===== src/rtl/peb_ram_pkg.sv =====
// Shared definitions for the banked weight SRAM: address field extraction and macro constants.
// Combinational helpers only; no state.
package peb_ram_pkg;

    localparam int STARVE_MAX_DEF = 3;
    localparam int WEB_W          = 16;

    // Word-interleaved: low bits pick the bank, the rest pick the row inside it.
    function automatic int unsigned bank_idx(input logic [31:0] addr, input int unsigned bank_bit);
        return addr & ((32'd1 << bank_bit) - 32'd1);
    endfunction

    function automatic int unsigned row_idx(input logic [31:0] addr, input int unsigned bank_bit);
        return addr >> bank_bit;
    endfunction

endpackage


===== src/rtl/sp_sram_bank.sv =====
// One single-port SYLA55 weight macro (behavioural), optional half-cycle input skew for sim timing.
// Read data registered: DO valid the cycle after a read with csb=0; DO holds between reads.
module sp_sram_bank
    import peb_ram_pkg::*;
#(
    parameter int ROW_BIT    = 6,
    parameter int SRAM_WIDTH = 28,
    parameter bit DELAY_SRAM = 1'b0
) (
    input  logic                  clk,
    input  logic                  csb,
    input  logic [WEB_W-1:0]      web,
    input  logic [ROW_BIT-1:0]    addr,
    input  logic [SRAM_WIDTH-1:0] di,
    output logic [SRAM_WIDTH-1:0] dout
);

    logic                  m_csb;
    logic [WEB_W-1:0]      m_web;
    logic [ROW_BIT-1:0]    m_addr;
    logic [SRAM_WIDTH-1:0] m_di;

    generate
        if (DELAY_SRAM) begin : g_skew
            // Capture on the falling edge so the macro sees inputs half a period late.
            logic                  csb_q;
            logic [WEB_W-1:0]      web_q;
            logic [ROW_BIT-1:0]    addr_q;
            logic [SRAM_WIDTH-1:0] di_q;
            always_ff @(negedge clk) begin
                csb_q  <= csb;
                web_q  <= web;
                addr_q <= addr;
                di_q   <= di;
            end
            assign m_csb  = csb_q;
            assign m_web  = web_q;
            assign m_addr = addr_q;
            assign m_di   = di_q;
        end else begin : g_direct
            assign m_csb  = csb;
            assign m_web  = web;
            assign m_addr = addr;
            assign m_di   = di;
        end
    endgenerate

    logic [SRAM_WIDTH-1:0] mem [2**ROW_BIT];
    logic [SRAM_WIDTH-1:0] dout_d, dout_q;

    always_comb begin
        dout_d = dout_q;
        if (!m_csb && (m_web != '0)) begin
            dout_d = mem[m_addr];
        end
    end

    always_ff @(posedge clk) begin
        dout_q <= dout_d;
        if (!m_csb && (m_web == '0)) begin
            mem[m_addr] <= m_di;
        end
    end

    assign dout = dout_q;

endmodule


===== src/rtl/ram_wei_banked_wrap.sv =====
// Banked weight SRAM: write and read to different banks proceed together; same-bank conflicts favour write.
// Read latency 1, rd_data held between reads; a starved read is forced through after STARVE_MAX write wins.
module ram_wei_banked_wrap
    import peb_ram_pkg::*;
#(
    parameter int NUM_BANK   = 2,
    parameter int BANK_BIT   = 1,
    parameter int ROW_BIT    = 6,
    parameter int ADDR_BIT   = 7,
    parameter int SRAM_WIDTH = 28,
    parameter int STARVE_MAX = STARVE_MAX_DEF,
    parameter bit DELAY_SRAM = 1'b0
) (
    input  logic                  clk,
    input  logic                  rst,
    input  logic                  wr_valid,
    output logic                  wr_ready,
    input  logic [ADDR_BIT-1:0]   wr_addr,
    input  logic [SRAM_WIDTH-1:0] wr_data,
    input  logic                  rd_valid,
    output logic                  rd_ready,
    input  logic [ADDR_BIT-1:0]   rd_addr,
    output logic                  rd_dvalid,
    output logic [SRAM_WIDTH-1:0] rd_data
);

    localparam int CNT_W = $clog2(STARVE_MAX + 1);

    logic [BANK_BIT-1:0]   wr_bank, rd_bank;
    logic [ROW_BIT-1:0]    wr_row, rd_row;
    logic                  conflict, read_wins;
    logic                  wr_acc, rd_acc;

    logic [CNT_W-1:0]      starve_cnt_d, starve_cnt_q;
    logic                  rd_pend_d, rd_pend_q;
    logic [BANK_BIT-1:0]   rd_bank_d, rd_bank_q;
    logic [SRAM_WIDTH-1:0] rd_hold_d, rd_hold_q;

    logic [NUM_BANK-1:0]   bank_wr_sel, bank_rd_sel, bank_csb;
    logic [WEB_W-1:0]      bank_web  [NUM_BANK];
    logic [ROW_BIT-1:0]    bank_addr [NUM_BANK];
    logic [SRAM_WIDTH-1:0] bank_do   [NUM_BANK];

    always_comb begin
        wr_bank   = BANK_BIT'(bank_idx(32'(wr_addr), BANK_BIT));
        rd_bank   = BANK_BIT'(bank_idx(32'(rd_addr), BANK_BIT));
        wr_row    = ROW_BIT'(row_idx(32'(wr_addr), BANK_BIT));
        rd_row    = ROW_BIT'(row_idx(32'(rd_addr), BANK_BIT));
        conflict  = wr_valid && rd_valid && (wr_bank == rd_bank);
        read_wins = conflict && (starve_cnt_q == CNT_W'(STARVE_MAX));
        wr_ready  = !rst && !read_wins;
        rd_ready  = !rst && !(conflict && !read_wins);
        wr_acc    = wr_valid && wr_ready;
        rd_acc    = rd_valid && rd_ready;

        // Only a lost read keeps the count alive; anything else restarts it.
        starve_cnt_d = '0;
        if (conflict && !read_wins) begin
            starve_cnt_d = (starve_cnt_q == CNT_W'(STARVE_MAX)) ? starve_cnt_q
                                                                : starve_cnt_q + CNT_W'(1);
        end
    end

    always_comb begin
        bank_wr_sel = '0;
        bank_rd_sel = '0;
        bank_csb    = '1;
        bank_web    = '{default: '1};
        bank_addr   = '{default: '0};
        for (int b = 0; b < NUM_BANK; b++) begin
            bank_wr_sel[b] = wr_acc && (wr_bank == BANK_BIT'(b));
            bank_rd_sel[b] = rd_acc && (rd_bank == BANK_BIT'(b));
            bank_csb[b]    = !(bank_wr_sel[b] || bank_rd_sel[b]);
            bank_web[b]    = bank_wr_sel[b] ? '0 : '1;
            bank_addr[b]   = bank_wr_sel[b] ? wr_row : rd_row;
        end
    end

    always_comb begin
        rd_pend_d = rd_acc;
        rd_bank_d = rd_acc ? rd_bank : rd_bank_q;
        rd_dvalid = rd_pend_q && !rst;
        // Reset masks the output immediately, not just from the next cycle.
        rd_data   = rd_hold_q;
        if (rst) begin
            rd_data = '0;
        end else if (rd_pend_q) begin
            rd_data = bank_do[rd_bank_q];
        end
        rd_hold_d = rd_data;
    end

    always_ff @(posedge clk) begin
        if (rst) begin
            starve_cnt_q <= '0;
            rd_pend_q    <= 1'b0;
            rd_bank_q    <= '0;
            rd_hold_q    <= '0;
        end else begin
            starve_cnt_q <= starve_cnt_d;
            rd_pend_q    <= rd_pend_d;
            rd_bank_q    <= rd_bank_d;
            rd_hold_q    <= rd_hold_d;
        end
    end

    generate
        for (genvar b = 0; b < NUM_BANK; b++) begin : g_bank
            sp_sram_bank #(
                .ROW_BIT    (ROW_BIT),
                .SRAM_WIDTH (SRAM_WIDTH),
                .DELAY_SRAM (DELAY_SRAM)
            ) u_bank (
                .clk  (clk),
                .csb  (bank_csb[b]),
                .web  (bank_web[b]),
                .addr (bank_addr[b]),
                .di   (wr_data),
                .dout (bank_do[b])
            );
        end
    endgenerate

endmodule


===== config.mk =====
export PLATFORM = sky130hd
export DESIGN_NAME = ram_wei_banked_wrap
export DESIGN_NICKNAME = d
export VERILOG_FILES = /design/src/rtl/peb_ram_pkg.sv /design/src/rtl/sp_sram_bank.sv /design/src/rtl/ram_wei_banked_wrap.sv
export SDC_FILE = /design/constraint.sdc
export NUM_CORES = 2
export LEC_CHECK = 0
export CORE_MARGIN = 5
export CORE_UTILIZATION = 55
export DETAILED_ROUTE_END_ITERATION = 12
export HOLD_SLACK_MARGIN = 0.1
export PLACE_DENSITY = 0.74
export SYNTH_ARGS = -nofsm -noshare
export SYNTH_HDL_FRONTEND = slang
export SYNTH_HIERARCHICAL = 1
export SYNTH_SLANG_ARGS = --single-unit

===== constraint.sdc =====
create_clock -name clk -period 16.1 [get_ports clk]
set_clock_uncertainty 0.05 [all_clocks]
set_input_delay 4.025 -clock clk [delete_from_list [all_inputs] [get_ports clk]]
set_output_delay 4.025 -clock clk [all_outputs]
set_load 0.005 [all_outputs]

# == Yosys cells after proc, flatten, opt, wreduce, memory -nomap -nowiden ==
# Memory sizes are Yosys's and may differ from the RTL's. A register that Yosys moved wholly into a read port is not among the register bits.
# Index checks and enable logic that the tools add are counted.
# word_totals
reg_bits,32
ram_bits,3584
input_bits,46
elab_cells,54
memories,2
# mem_list
memory,words,width,read_ports,rd_clocked_by_memory_dff,wr,line_no,source
g_bank[0].u_bank.mem,64,28,1,1,1,sp_sram_bank.sv:48,logic [SRAM_WIDTH-1:0] mem [2**ROW_BIT];
g_bank[1].u_bank.mem,64,28,1,1,1,sp_sram_bank.sv:48,
# op_classes
add_sub_neg,1
n_lt_le_gt_ge,1
eq_ne,2
n_mux,13
bitwise_logic,4
reduce_logical,27
# op_table
op,n
2-to-1 mux 28 bit,5
zero test 16 bit,2
2-to-1 mux 16 bit,2
nonzero test 16 bit,2
logical AND 1 bit,17
2-to-1 mux 6 bit,2
2-to-1 mux 1 bit,4
zero test 1 bit,3
inverter 1 bit,3
adder 2 x 1 -> 2 bit (second input constant),1
== test 2 bit (second input constant),1
>= comparator 2 bit (second input constant),1
logical OR 1 bit,2
inverter 1 -> 2 bit,1
OR reduction 2 bit,1
== test 1 bit,1

# == Longest topological paths before layout ==
# depth
depth_word,13
mapped_depth,15

# == Hierarchy ==
# Netlist, hierarchy kept.
# modules_own_cells
mod,n_inst,cells_each,area_each_um2,seq_area_each_um2
sp_sram_bank,2,3911,69606.8,54652.4
ram_wei_banked_wrap,1,200,1844.3,640.6

# == Least setup slack after synthesis ==
# OpenSTA, ideal clock, no wires.
# synth_path
path_type,input-to-output
start,input rst
end,output rd_data[19]
arrival_time_ps,4728
required_ps,12025
setup_slack_ps,7297
cell_stages,4
path_buffers,3
path_cell_list,buf_2 > buf_2 > buf_1 > a211oi_1
# synth_between
elab_chain_cells,1
# synth_rtl
element,line_no,source
start: declaration,ram_wei_banked_wrap.sv:15,"input logic rst,"
2-to-1 mux 28 bit,ram_wei_banked_wrap.sv:85,if (rst) begin
end: declaration,ram_wei_banked_wrap.sv:24,output logic [SRAM_WIDTH-1:0] rd_data
# Every way passes these cells.

==> results by group <==
Yosys
  – EDFF count, synth: 3640
  – Complex-gate fraction of the synthesized area: 11.57%
  – Main combinational cell family by area after synthesis: compound AO/OA/AOI/OAI gates
  – Mux contribution to synthesized area: 5.881%
  – Post-Synth Adder-Cell Area: 0.008870%
  – Post-synth top flop: edfxtp_1
  – Synth Area in Simple Gates: 2.486%
  – Synthesized instance count: 8022
  – Post-Syn Nets: 8069
  – Sequential share of the synthesized area: 77.94%
  – Yosys warnings: 6
  – Avg Inst Size Synth: 17.58 sq um
  – Yosys cell types: 69
  – XOR/XNOR share of the synthesized area: 0.01153%
  – Register bit total from synthesis: 3672
  – Async set-reset flop share out of synthesis: 0%
  – Post-synthesis cell area: 141100 sq um

Routing
  – Vias after detailed routing: 83990
  – 1st-iter DRT viols: 14920
  – DRC: 0
  – Wire length per cell: 35.90 um
  – Final ANT Viol Nets: 0
  – Vias per inst: 7.140
  – Routed WL: 422300 um
  – Pre-antenna DRT Iters: 10

Setup path
  – Levels on crit path: 11
  – Crit Path Category: in2reg
  – Reg2reg end: g_bank[0].u_bank/mem[36][16]$_DFFE_PP_
  – Crit Path Max Fanout: 125
  – Largest stage delay, worst path: 1040 ps
  – WP buf/inv: 6
  – CP arrival: 11100 ps
  – R2R Path Start: starve_cnt_q[0]$_SDFFE_PP0P_
  – Crit end category: flop
  – Worst Reg-to-Reg Cells: 11
  – Most common cell on crit path: buf_4
  – Cell family with most CP delay: buffers and inverters
  – Critical-path cell list: buf_2 -> and2b_2 -> o211ai_4 -> buf_4 -> mux2_8 -> buf_4 -> buf_12 -> buf_4 -> nand3_1 -> nor2_2 -> buf_4
  – Critical path's slowest cell: nor2_2
  – CP startpoint: rst
  – Crit path to: g_bank[0].u_bank/mem[36][16]$_DFFE_PP_
  – CP Launch Type: input port
  – Setup slack, reg-to-reg: 9010 ps
  – WP data required: 16660 ps

Pwr
  – VDD IR max: 0.1228 mV
  – PwrDens: 126.8 nW/um^2
  – Total chip power: 19.87 mW
  – Leakage power: 48.56 nW

STA
  – Worst-Margin Slew: 1416 ps
  – Max-slew headroom: 5.500%
  – Pins over their slew limit: 0
  – Setup TNS: 0 ps
  – Setup ws final: 5560 ps
  – Peak Freq: 0.09488 GHz
  – Final setup vio count: 0
  – Final hold viol count: 0
  – Crit share post-route: 65.46%
  – RSZ-0062 raised after global routing: no
  – Min Tclk post-route: 10540 ps

Placed design
  – Port bufs: 76
  – GP Congestion: 0.9511
  – HPWL Detailed: 237900 um
  – Dpl ws: 4969 ps
  – Post-DP Area: 145800 sq um

Clocking
  – CTS tree: built
  – Clk slew on worst S/H paths: 60 ps
  – Setup Buffers After CTS: 0
  – CTS max path bufs: 4
  – Clk_lat worst skew: 960 ps
  – Hold-fix buffers at CTS: 0
  – TritonCTS buffer count: 350
  – # clock sinks: 3672
  – Post-cts resize count: 0
  – Htree depth: 5
  – CTS root buf: clkbuf_16

GRT
  – Initial antenna violation count: 29
  – Vias in the first global route: 81430
  – First-pass GRT wire length: 598300 um
  – GRT overflow: 0
  – GRT Overall Usage: 31.22%
  – Largest net degree at the start of global routing: 126

Floorplan
  – DIE HEIGHT: 516.4 um
  – Die Span X: 516.4 um
  – Starting Density: 55.10%
  – Cell Rows: 186
  – I/O Pins: 77
  – Die outline area: 266700 sq um
  – Core area: 256000 sq um

Cells and area
  – Final Instance Area: 156700 sq um
  – Final nets: 8161
  – Area delta synth->final: 11.09%
  – Fraction of layout cells with a size suffix above 1: 16.25%

Outcome
  – Status: completed

Hold path
  – Worst hold path type: reg2reg

Flow run
  – Max-Cap Viols: 0
## where the power goes
group,internal (mW),total (mW),switching (mW)
Combinational,0.369,1.37,1.01
Sequential,10.5,10.6,0.0231
Clock,4.51,7.95,3.44
## state kept, by name, summed over array words and instances, names as in the netlist
register / flops
g_bank.u_bank/dout: 56
starve_cnt_q: 2
rd_pend_q: 1
rd_hold_q: 28
rd_bank_q: 1
g_bank.u_bank/mem: 3584
## how the worst min path moves through the flow
stage | end | cells after the start | slack [ps] | startpoint
3_3_place_gp | starve_cnt_q[0]$_SDFFE_PP0P_ | 1 | 370 | starve_cnt_q[0]$_SDFFE_PP0P_
5_1_grt | starve_cnt_q[0]$_SDFFE_PP0P_ | 1 | 410 | starve_cnt_q[0]$_SDFFE_PP0P_
3_5_place_dp | starve_cnt_q[0]$_SDFFE_PP0P_ | 1 | 380 | starve_cnt_q[0]$_SDFFE_PP0P_
6_report | starve_cnt_q[0]$_SDFFE_PP0P_ | 1 | 390 | starve_cnt_q[0]$_SDFFE_PP0P_
4_1_cts | starve_cnt_q[0]$_SDFFE_PP0P_ | 1 | 390 | starve_cnt_q[0]$_SDFFE_PP0P_
2_1_floorplan | starve_cnt_q[0]$_SDFFE_PP0P_ | 1 | 350 | starve_cnt_q[0]$_SDFFE_PP0P_
## final cells by class
| type | count | area (sq um) |
|---|---|---|
| clock buffer | 411 | 9189 |
| tap | 3384 | 4234 |
| multi-input combinational | 3722 | 28760 |
| antenna | 6 | 15.01 |
| timing repair buffer | 357 | 2858 |
| clock inverter | 200 | 1643 |
| fill | 17560 | 99300 |
| sequential | 3672 | 109900 |
| inverter | 11 | 55.05 |
## cells in the final DEF, fill, tap and decap left out, types with 72 or more instances in the layout
master / count
buf_4: 304
o21ai_0: 226
mux2_2: 332
nand2_1: 109
a221oi_1: 544
a22oi_1: 530
clkinv_2: 72
clkinv_1: 87
nor2_2: 128
o22ai_1: 220
clkbuf_16: 359
edfxtp_1: 3640
nor3_1: 86
nor2_1: 228
a21oi_1: 308
mux2i_1: 294
## routing by layer
layer,track usage (%),wire length [um]
met2,46.10,186500
met5,0.3965,309
met3,9.185,63050
met1,40.94,139500
met4,19.65,32970
## synthesized netlist by cell type, types with 6 or more instances
library cell	instances	area, sq um
o22ai_1	220	1376
mux2_2	338	3806
o2bb2ai_1	28	245.2
a222oi_1	58	580.6
o21ai_0	232	1161
nor2b_1	18	112.6
buf_4	34	255.2
a21oi_1	308	1541
edfxtp_1	3640	109300
nand3_1	37	185.2
mux2i_1	294	2943
a211oi_1	70	525.5
and2_1	26	162.7
o211ai_1	6	45.04
nand4_1	49	306.5
mux2_1	16	180.2
nor3_1	86	430.4
mux4_2	60	1351
o32ai_1	28	245.2
inv_1	9	33.78
o31a_1	20	175.2
buf_2	221	1106
dfxtp_1	32	640.6
a32oi_1	6	52.55
nand2_1	109	409.1
nand2b_1	6	37.54
a31oi_1	28	175.2
or3_1	6	37.54
nor4_1	15	93.84
o21ai_1	12	60.06
nor2_1	363	1363
and3_1	20	125.1
a211o_1	24	210.2
buf_6	26	292.8
clkbuf_1	249	934.7
a22oi_1	530	3979
buf_1	87	326.6
o221ai_1	24	210.2
o22a_1	50	437.9
a221oi_1	544	4765
a22o_1	34	297.8
## logic make-up after synthesis
family / after synthesis
DFF: 3672
AOI/OAI and AO/OA: 2248
and+or+nand+nor: 763
muxes: 709
buffers and inverters: 628
xor gates and xnor gates: 1
adders and majority gates: 1
## worst reg2reg max path, stage by stage (launching register included)
cell,delay [ps]
dfxtp_1,330
ha_1,210
nand2_1,120
o211ai_4,170
buf_4,340
mux2_8,520
buf_4,770
buf_12,620
buf_4,1110
nand3_1,1050
nor2_2,1050
buf_4,410
## through the flow
stage	hold WS, ps	util [%]	std cells
2_1_floorplan	354.2	-	8022
3_3_place_gp	365.1	56.97	11150
3_5_place_dp	377.0	56.97	11150
4_1_cts	385.2	61.20	11760
5_1_grt	413.9	61.21	11760
6_report	386.9	61.21	11760
Power figures use the tool's default switching activity.
